===== config.mk =====
export PLATFORM = sky130hd
export DESIGN_NAME = gauss_scan_ctrl
export DESIGN_NICKNAME = d
export VERILOG_FILES = /design/src/rtl/gauss_scan_ctrl.sv
export SDC_FILE = /design/constraint.sdc
export NUM_CORES = 1
export LEC_CHECK = 0
export BUFFER_PORTS_ARGS = -buffer_cell sky130_fd_sc_hd__buf_4
export CAP_MARGIN = 10
export CORE_MARGIN = 8
export CORE_UTILIZATION = 50
export DETAILED_ROUTE_END_ITERATION = 16
export HOLD_SLACK_MARGIN = 0.02
export PLACE_DENSITY = 0.71
export SLEW_MARGIN = 10
export SYNTH_ARGS = -nofsm -noshare
export SYNTH_HDL_FRONTEND = slang
export SYNTH_SLANG_ARGS = --single-unit

===== constraint.sdc =====
create_clock -name clk -period 4.45 [get_ports clk]
set_input_delay 1.335 -clock clk [delete_from_list [all_inputs] [get_ports clk]]
set_output_delay 1.335 -clock clk [all_outputs]
set_load 0.02 [all_outputs]

===== src/rtl/gauss_scan_ctrl.sv =====
// Frame scheduler for the 3x3 Gaussian filter: raster-order frame-buffer reads,
// filter strobes aligned to read latency, and result-buffer write addressing.
module gauss_scan_ctrl #(
   parameter int unsigned H_ACTIVE   = 320,
   parameter int unsigned V_ACTIVE   = 240,
   parameter int unsigned H_BLANK    = 4,
   parameter int unsigned V_SYNC_LEN = 8,
   parameter int unsigned RD_LAT     = 1,
   parameter int unsigned WR_COL_OFS = 1
) (
   input  logic        clk,
   input  logic        rst,
   input  logic        start,
   input  logic        continuous,
   input  logic        abort,
   output logic [16:0] rd_addr,
   output logic        rd_en,
   output logic        filt_enable,
   output logic        filt_vsync,
   output logic        filt_active,
   input  logic        filt_ready,
   output logic [16:0] wr_addr,
   output logic        wr_en,
   output logic        busy,
   output logic        frame_done,
   output logic        overrun
);

   localparam int unsigned ADDR_W  = 17;
   localparam int unsigned CNT_MAX = (H_ACTIVE > H_BLANK)
                                     ? ((H_ACTIVE > V_SYNC_LEN) ? H_ACTIVE : V_SYNC_LEN)
                                     : ((H_BLANK > V_SYNC_LEN) ? H_BLANK : V_SYNC_LEN);
   localparam int unsigned CNT_W   = $clog2(CNT_MAX + 1);
   localparam int unsigned ROW_W   = $clog2(V_ACTIVE + 1);
   localparam int unsigned COL_W   = $clog2(H_ACTIVE + 1);
   localparam logic [ADDR_W-1:0] RD_LAST = ADDR_W'(H_ACTIVE * V_ACTIVE - 1);

   typedef enum logic [2:0] {
      S_IDLE,
      S_VSYNC,
      S_ACTIVE,
      S_BLANK,
      S_FRAME_END
   } state_e;

   state_e              state_q, state_d;
   logic [CNT_W-1:0]    cnt_q, cnt_d;
   logic [ROW_W-1:0]    row_q, row_d;
   logic [ADDR_W-1:0]   rd_addr_q, rd_addr_d;
   logic                rd_en_q, rd_en_d;
   logic                vsync_q, vsync_d;
   logic                busy_q, busy_d;
   logic                done_q, done_d;
   logic [RD_LAT-1:0]   act_sh_q, act_sh_d;
   logic                fa_prev_q, fa_prev_d;
   logic [ROW_W-1:0]    wr_row_q, wr_row_d;
   logic [ADDR_W-1:0]   wr_base_q, wr_base_d;
   logic [COL_W-1:0]    wr_col_q, wr_col_d;
   logic                wr_en_q, wr_en_d;
   logic [ADDR_W-1:0]   wr_addr_q, wr_addr_d;
   logic                overrun_q, overrun_d;

   logic                fa, fa_rise, fa_fall, abort_hit, accept, vsync_entry;
   logic [COL_W-1:0]    col_eff;

   assign fa          = act_sh_q[RD_LAT-1];
   assign fa_rise     = fa & ~fa_prev_q;
   assign fa_fall     = ~fa & fa_prev_q;
   assign abort_hit   = abort && (state_q != S_IDLE);
   assign accept      = (state_q == S_IDLE) && start && !abort;
   assign vsync_entry = (state_d == S_VSYNC) && (state_q != S_VSYNC);
   // A result coinciding with the line's first active cycle already uses the reset column
   assign col_eff     = fa_rise ? COL_W'(WR_COL_OFS) : wr_col_q;

   // Frame sequencing and read side
   always_comb begin
      state_d   = state_q;
      cnt_d     = cnt_q;
      row_d     = row_q;
      rd_addr_d = rd_addr_q;

      case (state_q)
         S_IDLE: begin
            if (accept) begin
               state_d = S_VSYNC;
               cnt_d   = '0;
            end
         end
         S_VSYNC: begin
            if (cnt_q == CNT_W'(V_SYNC_LEN - 1)) begin
               state_d = S_ACTIVE;
               cnt_d   = '0;
            end else begin
               cnt_d = cnt_q + CNT_W'(1);
            end
         end
         S_ACTIVE: begin
            if (cnt_q == CNT_W'(H_ACTIVE - 1)) begin
               state_d = S_BLANK;
               cnt_d   = '0;
            end else begin
               cnt_d = cnt_q + CNT_W'(1);
            end
         end
         S_BLANK: begin
            if (cnt_q == CNT_W'(H_BLANK - 1)) begin
               cnt_d = '0;
               if (row_q < ROW_W'(V_ACTIVE - 1)) begin
                  state_d = S_ACTIVE;
                  row_d   = row_q + ROW_W'(1);
               end else begin
                  state_d = S_FRAME_END;
               end
            end else begin
               cnt_d = cnt_q + CNT_W'(1);
            end
         end
         S_FRAME_END: begin
            state_d = continuous ? S_VSYNC : S_IDLE;
            cnt_d   = '0;
            row_d   = '0;
         end
         default: begin
            state_d = S_IDLE;
            cnt_d   = '0;
            row_d   = '0;
         end
      endcase

      if (abort_hit) begin
         state_d = S_IDLE;
         cnt_d   = '0;
         row_d   = '0;
      end
      if (vsync_entry) begin
         row_d = '0;
      end

      // Raster addresses are contiguous, so each line simply continues from the last
      if (state_d == S_ACTIVE) begin
         if (state_q == S_VSYNC) begin
            rd_addr_d = '0;
         end else if (rd_addr_q != RD_LAST) begin
            rd_addr_d = rd_addr_q + ADDR_W'(1);
         end
      end

      rd_en_d  = (state_d == S_ACTIVE);
      vsync_d  = (state_d == S_VSYNC);
      busy_d   = (state_d != S_IDLE);
      done_d   = (state_d == S_FRAME_END);
      act_sh_d = abort_hit ? '0 : RD_LAT'({act_sh_q, rd_en_q});
   end

   // Write side: filter results to result-buffer addresses
   always_comb begin
      fa_prev_d = abort_hit ? 1'b0 : fa;
      wr_row_d  = wr_row_q;
      wr_base_d = wr_base_q;
      wr_col_d  = wr_col_q;
      wr_en_d   = 1'b0;
      wr_addr_d = wr_addr_q;
      overrun_d = overrun_q;

      if (fa_rise) begin
         wr_col_d = COL_W'(WR_COL_OFS);
      end
      if (fa_fall && (state_q != S_VSYNC) && (wr_row_q != ROW_W'(V_ACTIVE - 1))) begin
         wr_row_d  = wr_row_q + ROW_W'(1);
         wr_base_d = wr_base_q + ADDR_W'(H_ACTIVE);
      end
      if (filt_ready && (state_q != S_IDLE) && !abort) begin
         if (col_eff == COL_W'(H_ACTIVE)) begin
            overrun_d = 1'b1;
         end else begin
            wr_en_d   = 1'b1;
            wr_addr_d = wr_base_q + ADDR_W'(col_eff);
            wr_col_d  = col_eff + COL_W'(1);
         end
      end
      if (accept) begin
         overrun_d = 1'b0;
      end
      if (vsync_entry) begin
         wr_row_d  = '0;
         wr_base_d = '0;
         wr_col_d  = '0;
      end
   end

   always_ff @(posedge clk or posedge rst) begin
      if (rst) begin
         state_q   <= S_IDLE;
         cnt_q     <= '0;
         row_q     <= '0;
         rd_addr_q <= '0;
         rd_en_q   <= 1'b0;
         vsync_q   <= 1'b0;
         busy_q    <= 1'b0;
         done_q    <= 1'b0;
         act_sh_q  <= '0;
         fa_prev_q <= 1'b0;
         wr_row_q  <= '0;
         wr_base_q <= '0;
         wr_col_q  <= '0;
         wr_en_q   <= 1'b0;
         wr_addr_q <= '0;
         overrun_q <= 1'b0;
      end else begin
         state_q   <= state_d;
         cnt_q     <= cnt_d;
         row_q     <= row_d;
         rd_addr_q <= rd_addr_d;
         rd_en_q   <= rd_en_d;
         vsync_q   <= vsync_d;
         busy_q    <= busy_d;
         done_q    <= done_d;
         act_sh_q  <= act_sh_d;
         fa_prev_q <= fa_prev_d;
         wr_row_q  <= wr_row_d;
         wr_base_q <= wr_base_d;
         wr_col_q  <= wr_col_d;
         wr_en_q   <= wr_en_d;
         wr_addr_q <= wr_addr_d;
         overrun_q <= overrun_d;
      end
   end

   assign rd_addr     = rd_addr_q;
   assign rd_en       = rd_en_q;
   assign filt_enable = busy_q;
   assign filt_vsync  = vsync_q;
   assign filt_active = fa;
   assign wr_addr     = wr_addr_q;
   assign wr_en       = wr_en_q;
   assign busy        = busy_q;
   assign frame_done  = done_q;
   assign overrun     = overrun_q;

endmodule


Word level (Yosys, flattened, before mapping)
Cells that the tools add are included.
{ "totals": {"register_bits": 96, "output_inout_bits": 42, "word_cells": 104} }
{ "op_classes": {"add_sub_neg": 7, "magnitude_cmp": 1, "n_eq_ne": 18, "n_mux": 36, "n_bitwise": 5, "n_reduce_logical": 21} }
{ "ops": {"columns": ["operator", "n"], "rows": [
  ["2-to-1 mux 9 bit", 9],
  ["2-to-1 mux 17 bit", 4],
  ["2-to-1 mux 8 bit", 6],
  ["case mux 9 bit (4 select lines)", 1],
  ["adder 9 x 1 -> 9 bit (second input constant)", 2],
  ["equality test 9 bit (second input constant)", 2],
  ["2-to-1 mux 3 bit", 6],
  ["adder 17 x 1 -> 17 bit (second input constant)", 1],
  ["adder 17 x 9 -> 17 bit", 1],
  ["adder 17 x 9 -> 17 bit (second input constant)", 1],
  ["!= test 17 bit (second input constant)", 1],
  ["adder 8 x 1 -> 8 bit (second input constant)", 2],
  ["case mux 8 bit (2 select lines)", 1],
  ["case mux 3 bit (5 select lines)", 1],
  ["equality test 3 x 2 -> 1 bit (second input constant)", 3],
  ["equality test 9 x 2 -> 1 bit (second input constant)", 1],
  ["equality test 9 x 3 -> 1 bit (second input constant)", 1],
  ["logical AND 1 bit", 8],
  ["< comparator 8 bit (second input constant)", 1],
  ["2-to-1 mux 1 bit", 8],
  ["!= test 4 bit (second input constant)", 2],
  ["!= test 8 bit (second input constant)", 1],
  ["nonzero test 2 bit", 4],
  ["equality test 3 x 1 -> 1 bit (second input constant)", 2],
  ["11 further kinds", 19]
]} }

Depth between registers and ports, before layout
Gate-level depths: netlist of the first run.
{ "depth": {"depth_word": 10, "depth_mapped": 10, "mapped_depth_nobuf": 9} }

Least setup slack after synthesis of the first run
No wires, ideal clock.
{ "synth_path": {"kind": "input -> register", "start": "input port abort", "end": "register row_q[0]", "setup_time_ps": 138, "t_arrival_ps": 2803, "slack_ps": 1509, "stages": 7, "path_buffers": 2, "cell_sequence": "buf_2 nand2b_1 o21ai_1 a221oi_4 nor4_4 buf_6 nor4_1"} }
{ "synth_between": {"elab_chain_cells": 9, "word_cells_on_any_way": 14, "cone_classes": "eq/ne: 4; mux: 5; reduce/logical: 5"} }
{ "synth_lines": {"columns": ["item", "line_no", "rtl"], "rows": [
  ["from (decl)", "15", "input logic abort,"],
  ["zero test 1 bit", "70", "assign accept = (state_q == S_IDLE) && start && !abort;"],
  ["logical AND 1 bit", "70", null],
  ["2-to-1 mux 3 bit", "84", "if (accept) begin"],
  ["case mux 3 bit (5 select lines)", "82", "case (state_q)"],
  ["2-to-1 mux 3 bit", "130", "if (abort_hit) begin"],
  ["equality test 3 x 1 -> 1 bit", "71", "assign vsync_entry = (state_d == S_VSYNC) && (state_q != S_VSYNC);"],
  ["logical AND 1 bit", "71", null],
  ["!= test 4 bit (no line) or != test 3 x 1 -> 1 bit (tied branches)", null, null],
  ["AND reduction 3 bit (no line)", null, null],
  ["to (signal assigned)", "212", "row_q <= row_d;"],
  ["to (decl)", "48", "logic [ROW_W-1:0] row_q, row_d;"]
]} }
Parallel ways exist; a longest one is shown, timed or not.
A chain may end at the register's enable or synchronous reset.

Worst setup path in the final report of the first run
{ "layout_path": {"start": "register act_sh_q (netlist: filt_active)", "end": "register wr_col_q[1]"} }
{ "layout_between": {"elab_chain_cells": 6, "word_cells_on_any_way": 7, "cone_classes": "add/sub: 1; eq/ne: 1; mux: 4; bitwise: 1"} }
{ "layout_lines": {"columns": ["item", "line_no", "rtl"], "rows": [
  ["from (decl)", "54", "logic [RD_LAT-1:0] act_sh_q, act_sh_d;"],
  ["from (signal assigned)", "218", "act_sh_q <= act_sh_d;"],
  ["bitwise AND 1 bit *", "67", "assign fa_rise = fa & ~fa_prev_q;"],
  ["2-to-1 mux 9 bit *", "73, 165", null],
  ["adder 9 x 1 -> 9 bit or equality test 9 bit (tied branches)", "178, 173", null],
  ["2-to-1 mux 9 bit", "173", "if (col_eff == COL_W'(H_ACTIVE)) begin"],
  ["2-to-1 mux 9 bit *", "172", "if (filt_ready && (state_q != S_IDLE) && !abort) begin"],
  ["2-to-1 mux 9 bit *", "184", "if (vsync_entry) begin"],
  ["named net wr_col_d[1]", "58", "logic [COL_W-1:0] wr_col_q, wr_col_d;"],
  ["to (signal assigned)", "222", "wr_col_q <= wr_col_d;"],
  ["to (decl)", "58", null]
]} }
Mark *: on every way through the listed nets, which the timed path passes. The rest lies on a longest branch.

==> summary.md, run 1 <==
| Metric | Value |
|---|---|
| Die outline area | `13,300 um^2` |
| Ys flop type | `dfrtp_1` |
| DR vias | `3,996` |
| Num CTS Buffers | `9` |
| Slew Limit Fails | `0` |
| GRT Overall Usage | `16.3%` |
| Synthesized cell area | `4940 um^2` |
| Fin nets | `583` |
| GR peak layer | `met2` |
| #FFs+latches synth | `90` |
| Worst-skew pair later-pin latency | `350 ps` |
| Critical Path End Type | `flip-flop` |
| Power Total | `1.98 mW` |
| # clock sinks | `90` |
| Clock skew | `8.89 ps` |
| First drt pass iteration count | `4` |
| Top-area cell type share of the netlist area | `45.6%` |
| Rows | `36` |
| CP required | `4670 ps` |
| HP Class | `reg2reg` |
| CTS clk-pin slew, worst paths | `80 ps` |
| GR Util met3 | `3.18%` |
| Antenna cells | `0` |
| Syn_nets | `545` |
| Count leader, synth | `dfrtp_1` |
| DP HPWL | `7410 um` |
| Area grow syn2layout | `11.7%` |
| Max-cap violation count | `0` |
| Layout cells sized above 1 | `13.4%` |
| Initial Util | `51.0%` |
| Fraction of registers with async set/reset | `100%` |
| Die height | `115 um` |
| Maximum vdd drop | `0.204 mV` |
| WL final | `10,500 um` |
| Vias per std cell | `5.69` |
| Netlist cell types | `58` |
| Unrepaired setup endpoints after global routing | `no` |
| Io pins | `48` |
| Post-route setup TNS | `0 ps` |
| DRC viols | `0` |
| PortBufs | `47` |
| Slew of the pin with the lowest slew margin | `1240 ps` |
| Core region area | `9680 um^2` |
| WL per Instance | `14.9 um` |
| Synth top area cells | `dfrtp_1 46%, xnor2_1 5.0%, nand2_1 4.2%, nor2_1 3.9%, xor2_1 3.0%` |
| Pleak | `2.41 nW` |
| Outcome | `finished, final reports clean` |
| Max Freq | `338 MHz` |
| H-tree Lvls | `3` |
| Die Wd | `115 um` |
| Detail Route Antenna Nets | `0` |
| Top cells by count, synth | `90 x dfrtp_1, 55 x nand2_1, 52 x nor2_1` |
| Tmin final | `2960 ps` |
| CP max FO | `34` |
| First DRT Iteration DRCs | `184` |
| Total setup buffers inserted after CTS | `0` |
| Met2 usage | `26.6%` |
| Cell accounting for the most synthesized area | `dfrtp_1` |
| Yosys warning count | `0` |
| PwrDens | `359 nW/um^2` |
| Fillers | `883` |
| Cts hold-fix bufs | `0` |
| Global-route wire length before repair | `18,000 um` |
| Post-synth EDFFs | `0` |
| Worst EP arrival | `3180 ps` |
| Largest net degree at the start of global routing | `38` |
| CTS tree | `yes` |
| Sequential share of the synthesized area | `45.6%` |
| Final Cycle Share | `66.5%` |
| Grt ovf | `0` |
| Relative slew slack | `17.0%` |
| Mean Syn Cell Area | `9.36 um^2` |
| CP startpoint kind | `flip-flop` |
| Synthesized netlist cell count | `528` |
| Antenna violations before repair | `0` |
| Final GP Congestion | `0.853` |
| Setup Viol. Count Final | `0` |
| Resized cells post-CTS | `0` |
| Vias in the first global route | `3,881` |
| Hold Vio Cnt, Final | `0` |
| Longest Clk Path Bufs | `2` |
| Root Driver | `clkbuf_8` |
| Met1 Use GR | `21.2%` |
| Critical path class | `reg2reg` |
==> cells in the final DEF (no fill, tap or decap), types with 3 or more instances in the layout <==
master and n:
dfrtp_1 90, nand2_1 55, nor2_1 52, buf_4 52, xnor2_1 28, nor3_1 26
o21ai_0 25, nand3_1 21, inv_1 17, xor2_1 17, o31ai_1 16, nor4_1 15
nand4_1 13, a31oi_1 11, a21oi_1 11, ha_1 11, clkbuf_8 10, and2_1 8
nor2b_1 7, nand2b_1 7, o211ai_1 5, and3_1 5, or3_1 4, mux2i_1 4
and4_1 4, a211oi_1 4, nor3b_1 4, a21o_1 4, nor4bb_1 3, a22o_1 3
clkinv_2 3
==> cell families (layout without fill, tap and decap cells) <==
kind of cell,Yosys count,after routing,share of synthesized area [%]
multiplexers,5,5,1.04
AO/OA/AOI/OAI,96,96,13.1
flip-flops,90,90,45.6
other,1,1,0.0759
XOR/XNOR,45,45,7.97
adder cells (fa/ha/maj),11,11,2.78
buffers and inverters,44,85,4.25
AND/OR/NAND/NOR,236,236,25.2
==> state kept, by name, summed over array words and instances (netlist names) <==
register,cells
busy,1
cnt_q,9
fa_prev_q,1
filt_active,1
filt_vsync,1
frame_done,1
overrun,1
rd_addr,17
rd_en,1
row_q,8
state_q,3
wr_addr,17
wr_base_q,11
wr_col_q,9
wr_en,1
wr_row_q,8
==> per-layer routing <==
| layer | wire [um] | share of wire [%] |
|---|---|---|
| met2 | 4850 | 46 |
| met4 | 147 | 1.4 |
| met3 | 557 | 5.3 |
| met1 | 4900 | 47 |
| met5 | 0 | 0 |
==> critical path: stages, from the launching register on <==
cell     delay [ps]
dfrtp_1         430
nor2b_1         260
nor2_1          290
ha_1            200
nor4b_1         250
nand4_1         240
nand2_1         710
inv_1           240
nand2_1         130
a21oi_1          70
==> report_power, final <==
| group | switching, mW | leakage (nW) | internal, mW |
|---|---|---|---|
| logic | 0.377 | 1.10 | 0.184 |
| clock network | 0.277 | 0.0810 | 0.211 |
| registers | 0.0500 | 1.22 | 0.882 |
==> area by class of cell <==
| cell class | instances | area, um^2 | area share (%) |
|---|---|---|---|
| Inverter | 19 | 72.6 | 1.31 |
| Tap cell | 133 | 166 | 3.01 |
| Timing Repair Buffer | 52 | 390 | 7.07 |
| Clock buffer | 11 | 141 | 2.56 |
| Clock inverter | 3 | 17.5 | 0.317 |
| Multi-Input combinational cell | 394 | 2480 | 44.9 |
| Sequential cell | 90 | 2250 | 40.8 |
==> metrics by stage <==
step	instance area, um^2	hold slack [ps]	worst slack [ps]	cells	util (%)
floorplan	4940	468	780	528	-
global placement	5360	463	1250	688	55.4
detailed placement	5360	472	1190	688	55.4
CTS	5520	492	1480	702	57.0
global route	5520	509	1140	702	57.0
finish	5520	483	1490	702	57.0
==> path summary, 6_finish.rpt <==
kind                             start      endpoint  slack [ps]  cells after the start
max                        filt_active   wr_col_q[1]        1490                      9
min                         wr_addr[5]    wr_addr[5]         480                      2
max reg2reg                filt_active   wr_col_q[1]        1490                      9
min reg2reg                 wr_addr[5]    wr_addr[5]         480                      2
max in group asynchronous          rst      row_q[6]        2530                      3
min in group asynchronous          rst  wr_base_q[9]        1050                      2
Note: power is estimated with default switching activity, not from simulation.
==> run 2, diff against run 1 <==
--- a/config.mk
+++ b/config.mk
@@ -11,7 +11,7 @@
 export CORE_UTILIZATION = 50
 export DETAILED_ROUTE_END_ITERATION = 16
 export HOLD_SLACK_MARGIN = 0.02
-export PLACE_DENSITY = 0.71
+export PLACE_DENSITY = 0.74
 export SLEW_MARGIN = 10
 export SYNTH_ARGS = -nofsm -noshare
 export SYNTH_HDL_FRONTEND = slang
==> constraint.sdc (replaced) <==
create_clock -name clk -period 2.7 [get_ports clk]
set_input_delay 0.81 -clock clk [delete_from_list [all_inputs] [get_ports clk]]
set_output_delay 0.81 -clock clk [all_outputs]
set_load 0.02 [all_outputs]
==> run 2 against run 1 <==
Against the previous run: global-route usage rose by 0.27 points; hold slack got worse by 1.0 ps; clock skew rose by 2.9 ps; clock-buffer cell count fell by 2; via count rose by 0.10%; worst setup slack got worse by 1200 ps; critical path depth fell by 4; sequential power rose by 64%; fmax rose by 25%; wire length rose by 1.0%; utilization rose by 1.6 points; register-to-register slack got worse by 1200 ps; critical path type unchanged.
==> summary.md, run 2 (synthesis gave the netlist of run 1 again) <==
| Metric | Value |
|---|---|
| Fillers | `896 (was 883)` |
| R2r worst-path depth | `5 (was 9)` |
| Pleak | `2.48 nW (was 2.41 nW)` |
| DR vias | `4,000 (was 3,996)` |
| Area grow syn2layout | `14.9% (was 11.7%)` |
| HP Class | `reg2reg (unchanged)` |
| CTS clk-pin slew, worst paths | `90 ps (was 80 ps)` |
| Longest Clk Path Bufs | `2 (unchanged)` |
| First DRT Iteration DRCs | `198 (was 184)` |
| Placed cells | `700 (was 688)` |
| Antenna cells | `0 (unchanged)` |
| Final GP Congestion | `0.902 (was 0.853)` |
| CTS tree | `yes (unchanged)` |
| Relative slew slack | `58.6% (was 17.0%)` |
| CP required | `2950 ps (was 4670 ps)` |
| Commonest non-fill, non-tap cells in the layout | `90 x dfrtp_1, 62 x buf_4, 55 x nand2_1, 52 x nor2_1, 28 x xnor2_1 (was 90 x dfrtp_1, 55 x nand2_1, 52 x nor2_1, 52 x buf_4, 28 x xnor2_1)` |
| Fin nets | `595 (was 583)` |
| Die Wd | `115 um (unchanged)` |
| # clock sinks | `90 (unchanged)` |
| Die height | `115 um (unchanged)` |
| Commonest non-fill, non-tap cell in the layout | `dfrtp_1 (unchanged)` |
| First drt pass iteration count | `6 (was 4)` |
| Unrepaired setup endpoints after global routing | `no (unchanged)` |
| Crit path from | `state_q[0] (was filt_active)` |
| Slew Limit Fails | `0 (unchanged)` |
| Reg2reg start | `state_q[0] (was filt_active)` |
| Hold Vio Cnt, Final | `0 (unchanged)` |
| Initial Util | `51.0% (unchanged)` |
| Slew of the pin with the lowest slew margin | `616 ps (was 1240 ps)` |
| Post-route setup TNS | `0 ps (unchanged)` |
| Layout cells sized above 1 | `15.6% (was 13.4%)` |
| Core region area | `9680 um^2 (unchanged)` |
| Worst Hold Path Cells | `2 (unchanged)` |
| WL per Instance | `14.7 um (was 14.9 um)` |
| Grt ovf | `0 (unchanged)` |
| Vias per std cell | `5.59 (was 5.69)` |
| Worst EP arrival | `2630 ps (was 3180 ps)` |
| WL final | `10,600 um (was 10,500 um)` |
| Vias in the first global route | `4,009 (was 3,881)` |
| Critical Path End Type | `flip-flop (unchanged)` |
| Largest net degree at the start of global routing | `91 (was 38)` |
| Area of the multi-input gates | `2480 um^2 (unchanged)` |
| Rows | `36 (unchanged)` |
| Num CTS Buffers | `9 (unchanged)` |
| CP startpoint kind | `flip-flop (unchanged)` |
| Cts hold-fix bufs | `0 (unchanged)` |
| FF/Latch Area | `2250 um^2 (unchanged)` |
| Total setup buffers inserted after CTS | `0 (unchanged)` |
| Non-Filler Instances | `716 (was 702)` |
| Setup Viol. Count Final | `0 (unchanged)` |
| DP HPWL | `7450 um (was 7410 um)` |
| Min-delay src | `wr_addr[3] (was wr_addr[5])` |
| Final Cycle Share | `87.8% (was 66.5%)` |
| PwrDens | `612 nW/um^2 (was 359 nW/um^2)` |
| CP max FO | `10 (was 34)` |
| Clock skew | `11.7 ps (was 8.89 ps)` |
| DRC viols | `0 (unchanged)` |
| Max Freq | `422 MHz (was 338 MHz)` |
| Root Driver | `clkbuf_8 (unchanged)` |
| Global-route wire length before repair | `18,100 um (was 18,000 um)` |
| Io pins | `48 (unchanged)` |
| Maximum vdd drop | `0.306 mV (was 0.204 mV)` |
| Resized cells post-CTS | `0 (unchanged)` |
| GRT Overall Usage | `16.6% (was 16.3%)` |
| Antenna violations before repair | `0 (unchanged)` |
| H-tree Lvls | `3 (unchanged)` |
| Worst-skew pair later-pin latency | `370 ps (was 350 ps)` |
| Max-cap violation count | `0 (unchanged)` |
| Critical path class | `reg2reg (unchanged)` |
| Detail Route Antenna Nets | `0 (unchanged)` |
| PortBufs | `47 (unchanged)` |
| Die outline area | `13,300 um^2 (unchanged)` |
| Outcome | `finished, final reports clean (unchanged)` |
| Tmin final | `2370 ps (was 2960 ps)` |
run 2: power by group:
group          switching [mW]  leakage [nW]  internal [mW]
logic                   0.634          1.16          0.369
clock network           0.504        0.0962          0.434
registers              0.0809          1.22           1.45
run 2: layout make-up:
cell class / count / share of cell area (%)
inverters: 19 / 1.32
repair buffers: 64 / 8.90
multi-input cells: 394 / 43.7
clock buffers: 9 / 2.18
clock inverters: 7 / 1.34
well taps: 133 / 2.93
flip-flops and latches: 90 / 39.6
run 2: worst max-delay path, cell delays in order (launching register included):
cell and delay (ps):
dfrtp_1 560, or3b_2 630, nand4_1 230, nor2_1 130
or3_1 380, mux2_1 330
run 2: worst paths after layout:
path	endpoint	slack, ps
setup / recovery	rd_addr[0]	330
hold / removal	wr_addr[3]	480
setup reg to reg	rd_addr[0]	330
hold reg to reg	wr_addr[3]	480
max in group asynchronous	wr_addr[3]	1780
min in group asynchronous	wr_addr[1]	550
run 2: per-stage QoR:
stage	area (um^2)	total power [mW]	setup slack, ps	utilization, %	hold WS (ps)
after floorplan	4950	2.26	284	-	468
after global placement	5480	2.55	235	56.6	462
after detailed placement	5480	2.57	222	56.6	471
after CTS	5680	3.51	343	58.7	490
after global routing	5680	3.68	178	58.7	522
final	5680	3.48	328	58.7	482
run 2: per-layer routing:
| layer | wire (um) | track usage (%) | vias up | share of wire [%] |
|---|---|---|---|---|
| met5 | 0 | 0 | - | 0 |
| met2 | 5110 | 28.1 | 92 | 48 |
| li1 | - | - | 1986 | - |
| met1 | 4810 | 20.5 | 1907 | 46 |
| met3 | 489 | 3.39 | 15 | 4.6 |
| met4 | 150 | 6.13 | 0 | 1.4 |
==> run 3, diff against run 2 <==
--- a/config.mk
+++ b/config.mk
@@ -9,9 +9,10 @@
 export CAP_MARGIN = 10
 export CORE_MARGIN = 8
 export CORE_UTILIZATION = 50
+export CTS_BUF_LIST = sky130_fd_sc_hd__clkbuf_16
 export DETAILED_ROUTE_END_ITERATION = 16
 export HOLD_SLACK_MARGIN = 0.02
-export PLACE_DENSITY = 0.74
+export PLACE_DENSITY_LB_ADDON = 0.1
 export SLEW_MARGIN = 10
 export SYNTH_ARGS = -nofsm -noshare
 export SYNTH_HDL_FRONTEND = slang
==> run 3 against run 2 <==
Against the previous run: final cell count decreased by 0.28%; clock skew fell by 6.2 ps; design area increased by 1.2%; die area unchanged; register-to-register slack gained 30 ps; highest routed layer unchanged; global-route usage grew 0.69 points; critical path depth is the same; sequential power hardly changed; combinational power about the same; largest cell class unchanged; non-clock buffer count is 1 lower; worst setup slack better by 29 ps.
==> summary.md, run 3 (synthesis gave the netlist of run 1 again) <==
| Metric | Value |
|---|---|
| Outcome | `finished, final reports clean (unchanged)` |
| Post-Place Setup Slack | `170 ps (was 222 ps)` |
| Clock skew | `5.57 ps (was 11.7 ps)` |
| Final Util | `59.4% (was 58.7%)` |
| Slew Limit Fails | `0 (unchanged)` |
| Critical Path End Type | `flip-flop (unchanged)` |
| Layout cells sized above 1 | `14.6% (was 15.6%)` |
| DP HPWL | `7450 um (about the same)` |
| Post-route setup slack | `358 ps (was 328 ps)` |
| Unrepaired setup endpoints after global routing | `no (unchanged)` |
| CP required | `2920 ps (was 2950 ps)` |
| Final Cycle Share | `86.8% (was 87.8%)` |
| Worst EP arrival | `2560 ps (was 2630 ps)` |
| Cts hold-fix bufs | `0 (unchanged)` |
| DRC viols | `0 (unchanged)` |
| Antenna violations before repair | `0 (unchanged)` |
| Longest Clk Path Bufs | `2 (unchanged)` |
| First DRT Iteration DRCs | `223 (was 198)` |
| Max Freq | `427 MHz (was 422 MHz)` |
| Max-cap violation count | `0 (unchanged)` |
| Commonest non-fill, non-tap cells in the layout | `90 x dfrtp_1, 61 x buf_4, 55 x nand2_1, 52 x nor2_1, 28 x xnor2_1 (was 90 x dfrtp_1, 62 x buf_4, 55 x nand2_1, 52 x nor2_1, 28 x xnor2_1)` |
| Pleak | `2.52 nW (was 2.48 nW)` |
| CP startpoint kind | `flip-flop (unchanged)` |
| Slew of the pin with the lowest slew margin | `668 ps (was 616 ps)` |
| Antenna cells | `0 (unchanged)` |
| Fillers | `869 (was 896)` |
| Num CTS Buffers | `9 (unchanged)` |
| Worst-skew pair later-pin latency | `340 ps (was 370 ps)` |
| Grt ovf | `0 (unchanged)` |
| Global-route wire length before repair | `18,700 um (was 18,100 um)` |
| Maximum vdd drop | `0.310 mV (was 0.306 mV)` |
| PortBufs | `47 (unchanged)` |
| CTS tree | `yes (unchanged)` |
| Die outline area | `13,300 um^2 (unchanged)` |
| Setup Viol. Count Final | `0 (unchanged)` |
| Vias in the first global route | `3,991 (was 4,009)` |
| Rows | `36 (unchanged)` |
| Initial Util | `51.0% (unchanged)` |
| GRT Overall Usage | `17.3% (was 16.6%)` |
| Vias per std cell | `5.57 (was 5.59)` |
| Critical path class | `reg2reg (unchanged)` |
| HP Class | `reg2reg (unchanged)` |
| PwrDens | `651 nW/um^2 (was 612 nW/um^2)` |
| Post-route setup TNS | `0 ps (unchanged)` |
| CTS clk-pin slew, worst paths | `60 ps (was 90 ps)` |
| Power Total | `3.74 mW (was 3.48 mW)` |
| Tmin final | `2340 ps (was 2370 ps)` |
| # clock sinks | `90 (unchanged)` |
| Fin nets | `594 (was 595)` |
| Detail Route Antenna Nets | `0 (unchanged)` |
| WL per Instance | `14.9 um (was 14.7 um)` |
| First drt pass iteration count | `5 (was 6)` |
| Final GP Congestion | `0.862 (was 0.902)` |
| Relative slew slack | `55.0% (was 58.6%)` |
| Die Wd | `115 um (unchanged)` |
| H-tree Lvls | `3 (unchanged)` |
| Core region area | `9680 um^2 (unchanged)` |
| Commonest non-fill, non-tap cell in the layout | `dfrtp_1 (unchanged)` |
| Total setup buffers inserted after CTS | `0 (unchanged)` |
| CP max FO | `10 (unchanged)` |
| Die height | `115 um (unchanged)` |
| WL final | `10,600 um (about the same)` |
| Io pins | `48 (unchanged)` |
| DR vias | `3,980 (was 4,000)` |
| Area grow syn2layout | `16.3% (was 14.9%)` |
| Hold Vio Cnt, Final | `0 (unchanged)` |
| Resized cells post-CTS | `0 (unchanged)` |
| Root Driver | `clkbuf_16 (was clkbuf_8)` |
| Largest net degree at the start of global routing | `91 (unchanged)` |
| R2r setup slk | `360 ps (was 330 ps)` |
-- run 3: cell count changes in the layout (fill, tap and decap cells not counted), sizes merged --
cell,change
clkinv,+2
inv,-1
buf,-1
clkinvlp,-2
-- run 3: metrics by stage --
stage,cell area [um^2],hold WS (ps),instances
finish,5750,476,714
CTS,5750,485,714
global placement,5470,462,699
floorplan,4950,468,528
global route,5750,510,714
detailed placement,5470,471,699
-- run 3: area by class of cell --
class                      count  area (um^2)  share of cell area (%)
clock inverter                 6         50.0                   0.871
inverter                      19         75.1                    1.31
timing repair buffer          63          498                    8.66
sequential                    90         2250                    39.2
multi-input combinational    394         2480                    43.2
clock buffer                   9          225                    3.92
tap                          133          166                    2.90
-- run 3: path summary, 6_finish.rpt --
path | start | end | cells past startpoint
min in group asynchronous | rst | wr_en | 3
min reg2reg | wr_addr[8] | wr_addr[8] | 2
max reg2reg | state_q[0] | rd_addr[0] | 5
max in group asynchronous | rst | wr_row_q[3] | 3
min | wr_addr[8] | wr_addr[8] | 2
max | state_q[0] | rd_addr[0] | 5
-- run 3: worst max-delay path, cell delays in order, from the launching register on --
cell     delay (ps)
dfrtp_1         550
or3b_2          630
nand4_1         220
nor2_1          140
or3_1           370
mux2_1          320
-- run 3: where the power goes --
part	internal [mW]	switching [mW]	total, mW	leakage [nW]
sequential	1.46	0.0806	1.54	1.22
combinational	0.375	0.635	1.01	1.16
clock	0.697	0.498	1.20	0.139
-- run 3: per-layer routing --
| metal | vias up | GRT usage, % | wire length, um |
|---|---|---|---|
| met5 | - | 0 | 0 |
| met4 | 0 | 7.18 | 191 |
| met2 | 68 | 29.3 | 5140 |
| met3 | 13 | 3.65 | 505 |
| met1 | 1910 | 20.9 | 4810 |
| li1 | 1989 | - | - |
